File: config.mk
export PLATFORM = sky130hd
export DESIGN_NAME = fetch_flat
export DESIGN_NICKNAME = d
export VERILOG_FILES = /design/src/rtl/fetch_if.sv /design/src/rtl/fetch.sv /design/src/flat_wrapper.sv
export SDC_FILE = /design/constraint.sdc
export NUM_CORES = 1
export LEC_CHECK = 0
export CAP_MARGIN = 20
export CORE_UTILIZATION = 40
export CTS_BUF_LIST = sky130_fd_sc_hd__clkbuf_4
export DETAILED_ROUTE_END_ITERATION = 16
export PLACE_DENSITY = 0.82
export SLEW_MARGIN = 20
export SYNTH_ARGS = -nofsm -noshare
export SYNTH_HDL_FRONTEND = slang
export SYNTH_SLANG_ARGS = --single-unit
File: constraint.sdc
create_clock -name clk -period 2.8 [get_ports clk]
set_clock_uncertainty 0.2 [all_clocks]
set_input_delay 0.28 -clock clk [delete_from_list [all_inputs] [get_ports clk]]
set_output_delay 0.28 -clock clk [all_outputs]
set_load 0.02 [all_outputs]
File: src/rtl/fetch_if.sv
// Interface bundling the fetch unit's program-memory read port and its
// instruction hand-off to the controller. The master side is the fetch unit.
interface fetch_if #(
  parameter int ADDR_W = 8
);
  // Program-memory read channel (req/ack)
  logic [ADDR_W-1:0] mem_addr;
  logic              mem_req;
  logic              mem_ack;
  logic [7:0]        mem_data;

  // Instruction channel to the controller (valid/ready)
  logic [7:0]        instr;
  logic [ADDR_W-1:0] instr_pc;
  logic              instr_valid;
  logic              instr_ready;

  // Redirect from the controller
  logic              jmp_en;
  logic [ADDR_W-1:0] jmp_addr;

  modport master (
    output mem_addr, mem_req,
    input  mem_ack, mem_data,
    output instr, instr_pc, instr_valid,
    input  instr_ready,
    input  jmp_en, jmp_addr
  );

  modport slave (
    input  mem_addr, mem_req,
    output mem_ack, mem_data,
    input  instr, instr_pc, instr_valid,
    output instr_ready,
    output jmp_en, jmp_addr
  );
endinterface

File: src/rtl/fetch.sv
// Instruction fetch unit: holds the PC, reads program memory over req/ack and
// hands each byte to the controller over valid/ready. A jump redirect flushes
// whatever is in flight. Define FETCH_PREFETCH_EN to add a one-entry prefetch
// buffer so the memory can be kept busy while the controller holds off.
module fetch #(
  parameter int                ADDR_W    = 8,
  parameter logic [ADDR_W-1:0] RESET_VEC = '0
) (
  input logic     clk,
  input logic     rst,
  fetch_if.master bus
);

  typedef enum logic {
    REQ,
    HOLD
  } state_t;

  state_t            state;
  logic [ADDR_W-1:0] pc;
  logic [ADDR_W-1:0] pc_inc;
  logic [ADDR_W-1:0] mem_addr;
  logic              mem_req;
  logic [7:0]        instr;
  logic [ADDR_W-1:0] instr_pc;
  logic              instr_valid;
  logic              ack_ok;

`ifdef FETCH_PREFETCH_EN
  logic [7:0]        pbuf;
  logic [ADDR_W-1:0] pbuf_pc;
  logic              pbuf_valid;
`endif

  // Wraps silently at the top of the address space.
  assign pc_inc = pc + ADDR_W'(1);

  // An ack only means something while our own request is still up.
  assign ack_ok = mem_req & bus.mem_ack;

  assign bus.mem_addr    = mem_addr;
  assign bus.mem_req     = mem_req;
  assign bus.instr       = instr;
  assign bus.instr_pc    = instr_pc;
  assign bus.instr_valid = instr_valid;

  // Fetch state machine: reset, then jump redirect, then the REQ/HOLD flow.
  always_ff @(posedge clk) begin
    if (rst) begin
      state       <= REQ;
      pc          <= RESET_VEC;
      mem_addr    <= RESET_VEC;
      mem_req     <= 1'b0;
      instr       <= 8'h00;
      instr_pc    <= '0;
      instr_valid <= 1'b0;
`ifdef FETCH_PREFETCH_EN
      pbuf        <= 8'h00;
      pbuf_pc     <= '0;
      pbuf_valid  <= 1'b0;
`endif
    end else if (bus.jmp_en) begin
      // A same-cycle ack is dropped; a same-cycle transfer already happened.
      state       <= REQ;
      pc          <= bus.jmp_addr;
      mem_addr    <= bus.jmp_addr;
      mem_req     <= 1'b1;
      instr_valid <= 1'b0;
`ifdef FETCH_PREFETCH_EN
      pbuf_valid  <= 1'b0;
`endif
    end else begin
      case (state)
        REQ: begin
          if (ack_ok) begin
            instr       <= bus.mem_data;
            instr_pc    <= pc;
            instr_valid <= 1'b1;
            pc          <= pc_inc;
            mem_addr    <= pc_inc;
            state       <= HOLD;
`ifdef FETCH_PREFETCH_EN
            mem_req     <= 1'b1;
`else
            mem_req     <= 1'b0;
`endif
          end else begin
            mem_req  <= 1'b1;
            mem_addr <= pc;
          end
        end

        HOLD: begin
`ifdef FETCH_PREFETCH_EN
          if (bus.instr_ready) begin
            if (pbuf_valid) begin
              instr      <= pbuf;
              instr_pc   <= pbuf_pc;
              pbuf_valid <= 1'b0;
              mem_req    <= 1'b1;
              mem_addr   <= pc;
            end else if (ack_ok) begin
              instr    <= bus.mem_data;
              instr_pc <= pc;
              pc       <= pc_inc;
              mem_addr <= pc_inc;
              mem_req  <= 1'b1;
            end else begin
              instr_valid <= 1'b0;
              mem_req     <= 1'b1;
              mem_addr    <= pc;
              state       <= REQ;
            end
          end else if (ack_ok) begin
            pbuf       <= bus.mem_data;
            pbuf_pc    <= pc;
            pbuf_valid <= 1'b1;
            pc         <= pc_inc;
            mem_addr   <= pc_inc;
            mem_req    <= 1'b0;
          end else if (!pbuf_valid) begin
            mem_req  <= 1'b1;
            mem_addr <= pc;
          end
`else
          if (bus.instr_ready) begin
            instr_valid <= 1'b0;
            mem_req     <= 1'b1;
            mem_addr    <= pc;
            state       <= REQ;
          end
`endif
        end
      endcase
    end
  end

endmodule

File: src/flat_wrapper.sv
// flat-port wrapper written by rule: the top's interface ports become plain ports
module fetch_flat 
#(
  parameter int                ADDR_W    = 8,
  parameter logic [ADDR_W-1:0] RESET_VEC = '0
)
  (clk, rst, bus_mem_addr, bus_mem_req, bus_mem_ack, bus_mem_data, bus_instr, bus_instr_pc, bus_instr_valid, bus_instr_ready, bus_jmp_en, bus_jmp_addr);
  fetch_if #(.ADDR_W(ADDR_W)) bus_i ();
  input logic clk;
  input logic rst;
  output wire logic [$bits(bus_i.mem_addr)-1:0] bus_mem_addr;
  output wire logic [$bits(bus_i.mem_req)-1:0] bus_mem_req;
  input wire logic [$bits(bus_i.mem_ack)-1:0] bus_mem_ack;
  input wire logic [$bits(bus_i.mem_data)-1:0] bus_mem_data;
  output wire logic [$bits(bus_i.instr)-1:0] bus_instr;
  output wire logic [$bits(bus_i.instr_pc)-1:0] bus_instr_pc;
  output wire logic [$bits(bus_i.instr_valid)-1:0] bus_instr_valid;
  input wire logic [$bits(bus_i.instr_ready)-1:0] bus_instr_ready;
  input wire logic [$bits(bus_i.jmp_en)-1:0] bus_jmp_en;
  input wire logic [$bits(bus_i.jmp_addr)-1:0] bus_jmp_addr;
  assign bus_mem_addr = bus_i.mem_addr;
  assign bus_mem_req = bus_i.mem_req;
  assign bus_i.mem_ack = bus_mem_ack;
  assign bus_i.mem_data = bus_mem_data;
  assign bus_instr = bus_i.instr;
  assign bus_instr_pc = bus_i.instr_pc;
  assign bus_instr_valid = bus_i.instr_valid;
  assign bus_i.instr_ready = bus_instr_ready;
  assign bus_i.jmp_en = bus_jmp_en;
  assign bus_i.jmp_addr = bus_jmp_addr;
  fetch #(.ADDR_W(ADDR_W), .RESET_VEC(RESET_VEC)) u_core (.clk(clk), .rst(rst), .bus(bus_i));
endmodule
==> impl_metrics.env <==
export IMPL_wl_per_cell_um=12.5
export IMPL_hold_path_class="flip-flop to flip-flop"
export IMPL_routed_wirelength_mm=3.33
export IMPL_setup_violations=0
export IMPL_synth_avg_cell_area_um2=8.58
export IMPL_ys_ff_latch=35
export IMPL_cp_required_ns=2.32
export IMPL_path_cells="clkdlybuf4s50_1"
export IMPL_grt_setup_unrepaired="no"
export IMPL_place_hpwl_mm=2.33
export IMPL_die_y_um=63.1
export IMPL_crit_buf_inv=1
export IMPL_hold_violations=0
export IMPL_critPathCaptureType="primary output"
export IMPL_layout_nets=242
export IMPL_viasPerCell=5.09
export IMPL_timing_rr_start="u_core.bus.mem_req"
export IMPL_yosysWarnings=0
export IMPL_worstPathArrival_ns=1.50
export IMPL_swShare=0.258
export IMPL_clock_root_buffer="clkbuf_4"
export IMPL_syn2layout_area_growth_pct=37.7
export IMPL_ys_seq_area_frac=0.469
export IMPL_n_antenna_cell=0
export IMPL_antenna_found_initial=0
export IMPL_fin_ws_ns=0.823
export IMPL_start_util=0.434
export IMPL_final_cell_mix="clkdlybuf4s50_1, nand2_1, dfxtp_1"
export IMPL_cp_slowest_cell="clkdlybuf4s50_1"
export IMPL_clock_latency_ns=0.35
export IMPL_critical_path_class="flip-flop to primary output"
export IMPL_cap_violations=0
export IMPL_grt_max_degree=19
export IMPL_fill_cells=309
export IMPL_cp_start_kind="flip-flop"
export IMPL_gp_congestion=0.772
export IMPL_cp_startpoint="u_core.bus.mem_req"
export IMPL_grt_pass1_wl_mm=5.80
export IMPL_grt_pass1_vias=1266
export IMPL_clk_path_buf_depth=2
export IMPL_track_usage=0.186
export IMPL_tightest_slew_ns=0.617
export IMPL_numCtsBuffers=5
export IMPL_die_area_mm2=0.00398
export IMPL_setup_tns_ns=0
export IMPL_pwr_share_clk=0.333
export IMPL_io_buffers=46
export IMPL_p_comb_frac=0.156
export IMPL_power_density_mw_per_mm2=520
export IMPL_layout_drive_gt1_share=0.0769
export IMPL_period_minus_slack_ns=1.98
export IMPL_final_common_cell="clkdlybuf4s50_1"
export IMPL_h_tree_depth=2
export IMPL_max_freq_mhz=506
export IMPL_core_area_mm2=0.00344
export IMPL_via_count=1359
export IMPL_status="complete, no violations"
export IMPL_clk_pin_slew_ns=0.11
export IMPL_drc=0
export IMPL_ys_flop_type="dfxtp_1"
export IMPL_power_leakage_nw=0.751
export IMPL_sequentialPowerShare=0.511
export IMPL_place_ws_ns=0.739
export IMPL_synth_edff_count=0
export IMPL_cts_tree="done"
export IMPL_clkSinkCount=35
export IMPL_grt_overflow_total=0
export IMPL_drtAntennaViolNets=0
export IMPL_min_period_over_period=0.706
export IMPL_postCtsHoldBufs=0
export IMPL_maxSlewViolCount=0
export IMPL_ys_types=39
export IMPL_syn_inst=174
export IMPL_worst_path_dominant_cell_family="buffers and inverters"
export IMPL_rows=21
export IMPL_slowest_delay_ns=0.66
export IMPL_synth_nets=196
export IMPL_die_width_um=63.1
export IMPL_internal_power_w=0.000794
export IMPL_post_cts_buffers=0
export IMPL_cp_max_fo=4
export IMPL_first_iter_violations=59
export IMPL_async_reset_ff_frac=0
export IMPL_power_switching_w=0.000275
export IMPL_hold_path_startpoint="u_core.bus.instr[0]"
export IMPL_hold_ws_ns=0.260
export IMPL_utilization=0.597
export IMPL_cts_resized_gates=0
export IMPL_drt_first_pass_iters=5
export IMPL_syn_area_mm2=0.00149
export IMPL_vdd_drop_max_mv=0.310
export IMPL_io_pins=47
export IMPL_slew_headroom=0.588
layer usage:
layer	vias up	global-route usage	wire length, µm
met3	8	0.0453	137
li1	692	-	-
met4	0	0.0959	60
met1	632	0.234	1570
met2	27	0.293	1560
met5	-	0	0
stage by stage:
step | instances | power [W] | area [µm²]
final | 267 | 0.00107 | 2060
after global routing | 267 | 0.00112 | 2060
after global placement | 259 | 0.000722 | 1980
after detailed placement | 259 | 0.000724 | 1980
after floorplan | 174 | 0.000646 | 1490
after CTS | 267 | 0.00108 | 2060
cells by family (layout without fill, tap and decap cells):
logic type      Yosys count  count (layout)  share of synthesized area
fa+ha+maj                 1               1                    0.00838
simple gates             82              82                      0.293
compound gates           39              39                      0.159
flops                    35              35                      0.469
xor+xnor                  1               1                    0.00587
buf+inv                  13              60                     0.0436
mux                       3               3                     0.0210
registers in the layout (all words and copies together) (netlist names):
name / cells
u_core.bus.instr_valid: 1
u_core.state: 1
u_core.bus.instr: 8
u_core.pc: 8
u_core.bus.instr_pc: 8
u_core.bus.mem_addr: 8
u_core.bus.mem_req: 1
synth_stat cells (all sizes together) (2+ instances only):
library cell | n | area share
buf | 6 | 0.026
nor4 | 3 | 0.017
a21oi | 21 | 0.070
nor3 | 9 | 0.037
clkbuf | 4 | 0.010
o21a | 2 | 0.010
nand2 | 39 | 0.098
o31a | 3 | 0.018
nand2b | 3 | 0.013
dfxtp | 35 | 0.47
nand3 | 6 | 0.020
nor2 | 7 | 0.019
inv | 3 | 0.0075
or3 | 3 | 0.013
nor2b | 4 | 0.017
o31ai | 3 | 0.018
mux2i | 2 | 0.013
nor3b | 2 | 0.010
o21ai | 6 | 0.020
worst paths after layout:
| path | endpoint | slack, ns | cells past startpoint |
|---|---|---|---|
| hold reg to reg | u_core.bus.instr[0] | 0.26 | 2 |
| hold / removal | u_core.bus.instr[0] | 0.26 | 2 |
| setup / recovery | bus_mem_req | 0.82 | 1 |
| setup reg to reg | u_core.bus.mem_addr[7] | 1.11 | 4 |
layout make-up:
cell class,count,area (µm²),share of cell area
multi-input combinational,126,727,0.354
sequential,35,701,0.341
timing repair buffer,49,483,0.235
tap,46,57.6,0.0280
clock inverter,3,38.8,0.0189
clock buffer,5,37.5,0.0183
inverter,3,11.3,0.00548
worst reg2reg max path, cell delays in order, from the launching register on:
cell and delay (ns):
dfxtp_1 0.49, nand4b_4 0.23, o31a_1 0.34, o31ai_2 0.21, o31ai_1 0.10
power by group through the flow:
stage	Sequential, W	Combinational, W	Clock [W]
floorplan	0.000572	0.0000734	0
global placement	0.000557	0.000165	0
detailed placement	0.000558	0.000166	0
CTS	0.000547	0.000168	0.000363
global route	0.000551	0.000182	0.000389
finish	0.000547	0.000167	0.000356
No activity file was read; power rests on OpenSTA's default activity.
